**src/rtl/dm_capture_writer_pkg.sv**
```systemverilog
//------------------------------------------------------------------------------
// dm_capture_writer_pkg : shared types, sizes and the saturation helper
// Rev 1.0
//------------------------------------------------------------------------------
`default_nettype none

package dm_capture_writer_pkg;

  localparam int DEPTH  = 16;
  localparam int ADDR_W = 4;
  localparam int DATA_W = 8;
  localparam int CNT_W  = 5;
  localparam int SMAX   = 127;
  localparam int SMIN   = -128;

  typedef enum logic [1:0] {
    IDLE    = 2'd0,
    CAPTURE = 2'd1,
    DONE    = 2'd2
  } state_e;

  // Clamp a 9-bit signed intermediate back into the 8-bit signed range.
  function automatic logic signed [DATA_W-1:0] sat9(input logic signed [DATA_W:0] v);
    if (v > $signed((DATA_W+1)'(SMAX)))
      return DATA_W'(SMAX);
    else if (v < $signed((DATA_W+1)'(SMIN)))
      return DATA_W'(SMIN);
    else
      return v[DATA_W-1:0];
  endfunction

endpackage

`default_nettype wire

```
**src/rtl/dm_sat_accum.sv**
```systemverilog
//------------------------------------------------------------------------------
// dm_sat_accum : next value of the delta-modulation accumulator, saturating
// Rev 1.0
//------------------------------------------------------------------------------
`default_nettype none

module dm_sat_accum
  import dm_capture_writer_pkg::*;
#(
  parameter int unsigned STEP = 1
) (
  input  logic signed [DATA_W-1:0] acc_i,
  input  logic                     enc_bit_i,
  input  logic                     en_i,
  output logic signed [DATA_W-1:0] acc_o
);

  localparam logic signed [DATA_W:0] c_STEP9 = (DATA_W+1)'(STEP);

  logic signed [DATA_W:0] w_ext;
  logic signed [DATA_W:0] w_sum;

  always_comb begin
    w_ext = {acc_i[DATA_W-1], acc_i};
    w_sum = enc_bit_i ? (w_ext + c_STEP9) : (w_ext - c_STEP9);
    acc_o = en_i ? sat9(w_sum) : acc_i;
  end

endmodule

`default_nettype wire

```
**src/rtl/dm_capture_writer.sv**
```systemverilog
//------------------------------------------------------------------------------
// dm_capture_writer : captures 16 reconstructed delta-mod samples into a buffer
// Option: DM_CAPTURE_WRAP_EN turns the buffer into a free-running ring.
// Rev 1.0
//------------------------------------------------------------------------------
`default_nettype none

module dm_capture_writer
  import dm_capture_writer_pkg::*;
#(
  parameter int unsigned              STEP = 1,
  parameter logic signed [DATA_W-1:0] INIT = '0
) (
  input  logic                     CLK100MHZ,
  input  logic                     reset,
  input  logic                     start,
  input  logic                     bit_valid,
  input  logic                     enc_bit,
  input  logic [ADDR_W-1:0]        rd_addr,
  output logic signed [DATA_W-1:0] rd_data,
  output logic signed [DATA_W-1:0] sample,
  output logic                     busy,
  output logic                     done,
  output logic [CNT_W-1:0]         count
);

  state_e state_q, state_d;

  logic signed [DATA_W-1:0] acc_q, acc_d;
  logic [ADDR_W-1:0]        wr_addr_q, wr_addr_d;
  logic [CNT_W-1:0]         count_q, count_d;
  logic signed [DATA_W-1:0] rd_data_q;
  logic signed [DATA_W-1:0] mem_q [DEPTH];

  logic w_wr;
  logic w_start;

  dm_sat_accum #(
    .STEP (STEP)
  ) u_accum (
    .acc_i     (acc_q),
    .enc_bit_i (enc_bit),
    .en_i      (w_wr),
    .acc_o     (acc_d)
  );

  always_ff @(posedge CLK100MHZ) begin
    if (reset)
      state_q <= IDLE;
    else
      state_q <= state_d;
  end

  always_comb begin
    state_d = state_q;
    case (state_q)
      IDLE, DONE: if (start) state_d = CAPTURE;
      CAPTURE: begin
`ifndef DM_CAPTURE_WRAP_EN
        if (w_wr && (count_q == CNT_W'(DEPTH - 1))) state_d = DONE;
`endif
      end
      default: state_d = IDLE;
    endcase
  end

  always_comb begin
    busy    = (state_q == CAPTURE);
    done    = (state_q == DONE);
    w_wr    = (state_q == CAPTURE) && bit_valid;
    w_start = (state_q != CAPTURE) && start;
  end

  always_comb begin
    wr_addr_d = wr_addr_q + ADDR_W'(1);
`ifdef DM_CAPTURE_WRAP_EN
    // Ring mode keeps writing forever; the count only reports a full buffer.
    count_d = (count_q == CNT_W'(DEPTH)) ? count_q : count_q + CNT_W'(1);
`else
    count_d = count_q + CNT_W'(1);
`endif
  end

  // Read is taken from the pre-edge array contents, so a same-address write
  // on this edge is not visible until the following read.
  always_ff @(posedge CLK100MHZ) begin
    if (reset) begin
      acc_q     <= INIT;
      wr_addr_q <= '0;
      count_q   <= '0;
      rd_data_q <= '0;
      for (int i = 0; i < DEPTH; i++) mem_q[i] <= '0;
    end else begin
      rd_data_q <= mem_q[rd_addr];
      if (w_start) begin
        acc_q     <= INIT;
        wr_addr_q <= '0;
        count_q   <= '0;
      end else if (w_wr) begin
        acc_q            <= acc_d;
        mem_q[wr_addr_q] <= acc_d;
        wr_addr_q        <= wr_addr_d;
        count_q          <= count_d;
      end
    end
  end

  assign rd_data = rd_data_q;
  assign sample  = acc_q;
  assign count   = count_q;

endmodule

`default_nettype wire

```
**config.mk**
```make
export PLATFORM = sky130hd
export DESIGN_NAME = dm_capture_writer
export DESIGN_NICKNAME = d
export VERILOG_FILES = /design/src/rtl/dm_capture_writer_pkg.sv /design/src/rtl/dm_sat_accum.sv /design/src/rtl/dm_capture_writer.sv
export SDC_FILE = /design/constraint.sdc
export NUM_CORES = 1
export LEC_CHECK = 0
export BUFFER_PORTS_ARGS = -buffer_cell sky130_fd_sc_hd__buf_2
export CELL_PAD_IN_SITES_DETAIL_PLACEMENT = 0
export CELL_PAD_IN_SITES_GLOBAL_PLACEMENT = 2
export CORE_MARGIN = 8
export CORE_UTILIZATION = 44
export DETAILED_ROUTE_END_ITERATION = 10
export PLACE_DENSITY_LB_ADDON = 0.1
export SYNTH_ARGS = -nofsm -noshare
export SYNTH_HDL_FRONTEND = slang
export SYNTH_SLANG_ARGS = --single-unit
export TNS_END_PERCENT = 1
```
**constraint.sdc**
```tcl
create_clock -name CLK100MHZ -period 3 [get_ports CLK100MHZ]
set_clock_uncertainty 0.15 [all_clocks]
set_input_delay 0.3 -clock CLK100MHZ [delete_from_list [all_inputs] [get_ports CLK100MHZ]]
set_output_delay 0.3 -clock CLK100MHZ [all_outputs]
set_load 0.05 [all_outputs]
```
* Yosys cells after proc, flatten, opt, wreduce, memory -nomap -nowiden *
Memories as Yosys holds them, arrays and structs flattened. A register that Yosys moved wholly into a read port is not among the register bits.
Index checks and enable logic that the tools add are counted.

storage, ports and cells
  memories kept = 1
  word-level logic and storage cells = 41
  register bits after elaboration = 19
  output and inout bits = 23
  bits in writable memories = 128
  bits of input ports = 9

memories
  memory  depth  bits a word  rd ports  clocked after memory_dff  write ports  RTL line                 text
  mem_q   16     8            1         1                         16           dm_capture_writer.sv:33  logic signed [DATA_W-1:0] mem_q [DEPTH];

operators by class
  add/sub/neg operators = 4
  equal/unequal tests = 6
  $lt $le $gt $ge = 2
  reductions and logical operators = 8
  multiplexer cells = 16

operators with widths
  cell                                                 count
  two-way mux 8 bit                                    4
  adder 8 x 2 -> 9 bit (second input constant)         1
  > comparator 9 x 8 -> 1 bit (second input constant)  1
  < comparator 9 x 8 -> 1 bit (second input constant)  1
  two-way mux 9 bit                                    1
  subtractor 8 x 2 -> 9 bit (second input constant)    1
  OR reduction 8 bit                                   1
  two-way mux 1 bit                                    7
  adder 5 x 1 -> 5 bit (second input constant)         1
  == test 5 x 4 -> 1 bit (second input constant)       1
  adder 4 x 1 -> 4 bit (second input constant)         1
  two-way mux 2 bit                                    2
  two-way mux 4 bit                                    1
  != test 2 x 1 -> 1 bit (second input constant)       2
  one-hot mux 2 bit (2 select lines)                   1
  OR reduction 2 bit                                   2
  logical AND 1 bit                                    3
  == test 2 x 1 -> 1 bit (second input constant)       1
  == test 2 bit (second input constant)                1
  logical NOT 2 bit                                    1
  != test 2 bit (second input constant)                1
  AND reduction 2 bit                                  1

* Longest topological paths before layout *
  depth in word-level cells = 8
  gate-level depth with buffers = 9
  depth with buffers taken out = 8

* By module *
A second synthesis with hierarchy kept.

second synthesis, totals
  cell total of the unflattened synthesis = 613
  area, all modules = 7588.5 um^2

by module, submodules not included
  module             area each (um^2)  cells an instance  instances  sequential area each (um^2)
  dm_capture_writer  7024.2            536                1          4384.2
  dm_sat_accum       564.3             77                 1          0.0

* Worst setup path after synthesis *
OpenSTA, ideal clock, no wires.

  path kind = reg2reg
  from = register acc_q[0], in the netlist sample[0]
  to = memory mem_q[12][6], data pin
  cell stages (with the launch flop) = 10
  data required time = 2586 ps
  setup slack = 147 ps
  setup time = 264 ps
  buffers on the path = 1
  arrival time = 2439 ps
  cells stage by stage = dfxtp_1 inv_1 fa_1 nand2b_1 a21oi_1 o21ai_0 and3_1 o21bai_4 buf_4 nor2_1

RTL lines
  what                      RTL line                  text
  start: declaration        dm_capture_writer.sv:29   logic signed [DATA_W-1:0] acc_q, acc_d;
  start signal: assignment  dm_capture_writer.sv:88   acc_q <= INIT;
  start signal: assignment  dm_capture_writer.sv:96   acc_q <= INIT;
  start signal: assignment  dm_capture_writer.sv:100  acc_q <= acc_d;
  end: declaration          dm_capture_writer.sv:33

==> metrics.txt <==
Critical Path RT=3120 ps; ys flop type=edfxtp_1; WL final=18.0 mm; CTS H-tree depth=4; Resized cells post-CTS=0; crit-path cells=inv_1 > fa_1 > nand2b_1 > a21oi_1 > o21ai_2 > buf_4 > and3_1 > o21bai_2 > nor2_1; vias in the first global route=4692; Seq/Total Area, Yosys=60.8%; Max Cap Violations=0; Die Y=144 um; Reg clk slew, reported paths=60 ps; Post-Syn Nets=561; hold slack=81.8 ps; post-synth cell types=50; dpl cells=816; ratio of cells with drive above 1 in the final layout=29.4%; GRT met1 Usage=24.4%; gr usage total=18.5%; antenna violations before repair=0; post-route ant nets=0; Layout area overhead=18.8%; Routed WL per cell=21.2 um; CP max stage delay=410 ps; cts bufs inserted=17; number of fill cells=1387; Final min period=2760 ps; Vias/cell=5.48; CTS sink count=155; most frequent cells in the layout=128 x edfxtp_1, 122 x nor2_1, 62 x buf_4; Yosys Warn Count=0; P_leak=3.27 nW; core area=15900 um^2; nets=642; average cell area after synthesis=13.4 um^2; startpoint types=flip-flop; pre-CTS setup slack=-49.3 ps; num ports=32; Max VDD drop=412 uV; GPL Wtd Cong=0.825; total power=0.00503 W; Hold Path Class=input port to flip-flop; Rows=46; largest net degree at the start of global routing=33; crit path capture type=flip-flop; slew margin rel.=37.6%; Gate Count Post-Synth=538; Initial Utilization=45.2%; global routing's busiest layer=met2; clk_lat worst skew=420 ps; Remaining Overflow, GRT=0; Vias=4644; Synth Register Bits=155; CTS tree=built; die area=20700 um^2; first-pass GRT wire length=27.6 mm; Worst Path Max Fanout=13; DP HPWL=12.3 mm; worst-margin pin slew=937 ps; status=completed; Slew Limit Fails=0; met3 usage in global routing=3.33%; Critical Path Slowest Stage Cell=fa_1; met2 usage=29.4%; final setup violation count=0; final std cells w/o fill=848; most common cell after layout, fill and taps aside=edfxtp_1; Post-CTS Setup Bufs=0; Clock Tree Root=clkbuf_16; fmax=362 MHz; RSZ-0062 raised after global routing=false; Post-synth ARST share=0%; Mapped Area=7210 um^2; Port Buffers=31; final hold vios=0; Power Density=587 nW/um^2; final worst setup slack=237 ps; Post-route DRC=0; WP data arrival=2880 ps; Initial DRC Count=386; Setup TNS Final=0 ps; fin crit share=92.1%; # hold bufs at CTS=0; DRT Pass-1 Iters=5; Post-synth EDFFs=128; # diodes=0; kind of critical path=flip-flop to flip-flop; DIE WIDTH=144 um; clk buf depth=2
-- final timing paths --
kind | from | end | slack, ps | cells after the start
worst max-delay path | sample[1] | mem_q[11][3] | 240 | 9
worst min-delay path | start | state_q[1] | 80 | 4
worst max register to register | sample[1] | mem_q[11][3] | 240 | 9
worst min register to register | count[1] | count[1] | 350 | 2
-- report_power, final --
group          internal (W)  leakage (nW)  switching (W)
sequential          0.00240          1.53      0.0000240
combinational      0.000216          1.46       0.000337
clock               0.00120         0.279       0.000849
-- routing by layer --
layer	share of wire (%)	routed length (um)
met5	0	0
met4	2.4	427
met3	5.8	1050
met2	48	8650
met1	44	7850
-- cell type report --
class                      count  area, um^2  area share, %
inverter                      11        41.3          0.482
tap                          216         270           3.16
sequential                   155        4380           51.2
multi-input combinational    338        2610           30.5
clock inverter                 9        61.3          0.716
timing repair buffer          96         681           7.95
clock buffer                  23         510           5.96
-- critical path: cells and delay by family, from the launching register on --
family	cells	cell delay [ps]
buffers and inverters	2	260
and+or+nand+nor	3	510
DFF	1	370
AOI/OAI and AO/OA	3	890
adders and majority gates	1	410
-- cell families (layout without fill, tap and decap cells) --
| logic type | count (synthesis) | count (layout) | share of synthesized area, % |
|---|---|---|---|
| AO/OA/AOI/OAI | 49 | 49 | 5.96 |
| flip-flops | 155 | 155 | 60.8 |
| multiplexers | 40 | 40 | 12.5 |
| XOR/XNOR | 10 | 10 | 1.22 |
| buffers and inverters | 45 | 139 | 2.93 |
| adder cells (fa/ha/maj) | 14 | 14 | 2.54 |
| AND/OR/NAND/NOR | 225 | 225 | 14.0 |
-- Yosys cell counts, drive strengths merged (2+ instances only) --
cell type  number  area, um^2
a211oi          3        27.5
a21o            3        22.5
a21oi          10        65.1
a22oi           2        20.0
a2bb2oi         2        17.5
and3            7        43.8
buf            20         116
clkbuf         14        53.8
dfxtp          27         541
edfxtp        128        3840
ha             13         163
inv            11        41.3
mux4           40         901
nand2          22        85.1
nand2b         18         113
nand3           6        30.0
nand4           2        12.5
nor2          124         470
nor2b          13        81.3
nor3           30         150
o211a           3        30.0
o211ai          7        57.6
o21ai           7        42.5
o21bai          4        52.6
o221ai          2        30.0
o31ai           2        28.8
or3             2        17.5
xnor2           4        35.0
xor2            6        52.6
-- through the flow --
step / area [um^2] / util (%)
2_1_floorplan: 7210 / -
3_3_place_gp: 7990 / 50.1
6_report: 8560 / 53.7
5_1_grt: 8560 / 53.7
4_1_cts: 8560 / 53.7
3_5_place_dp: 7990 / 50.1
-- sequential cells by signal (all words and copies together), names as in the netlist --
name	flops
state_q	2
count	5
rd_data	8
mem_q	128
wr_addr_q	4
sample	8
Power figures use the tool's default switching activity.
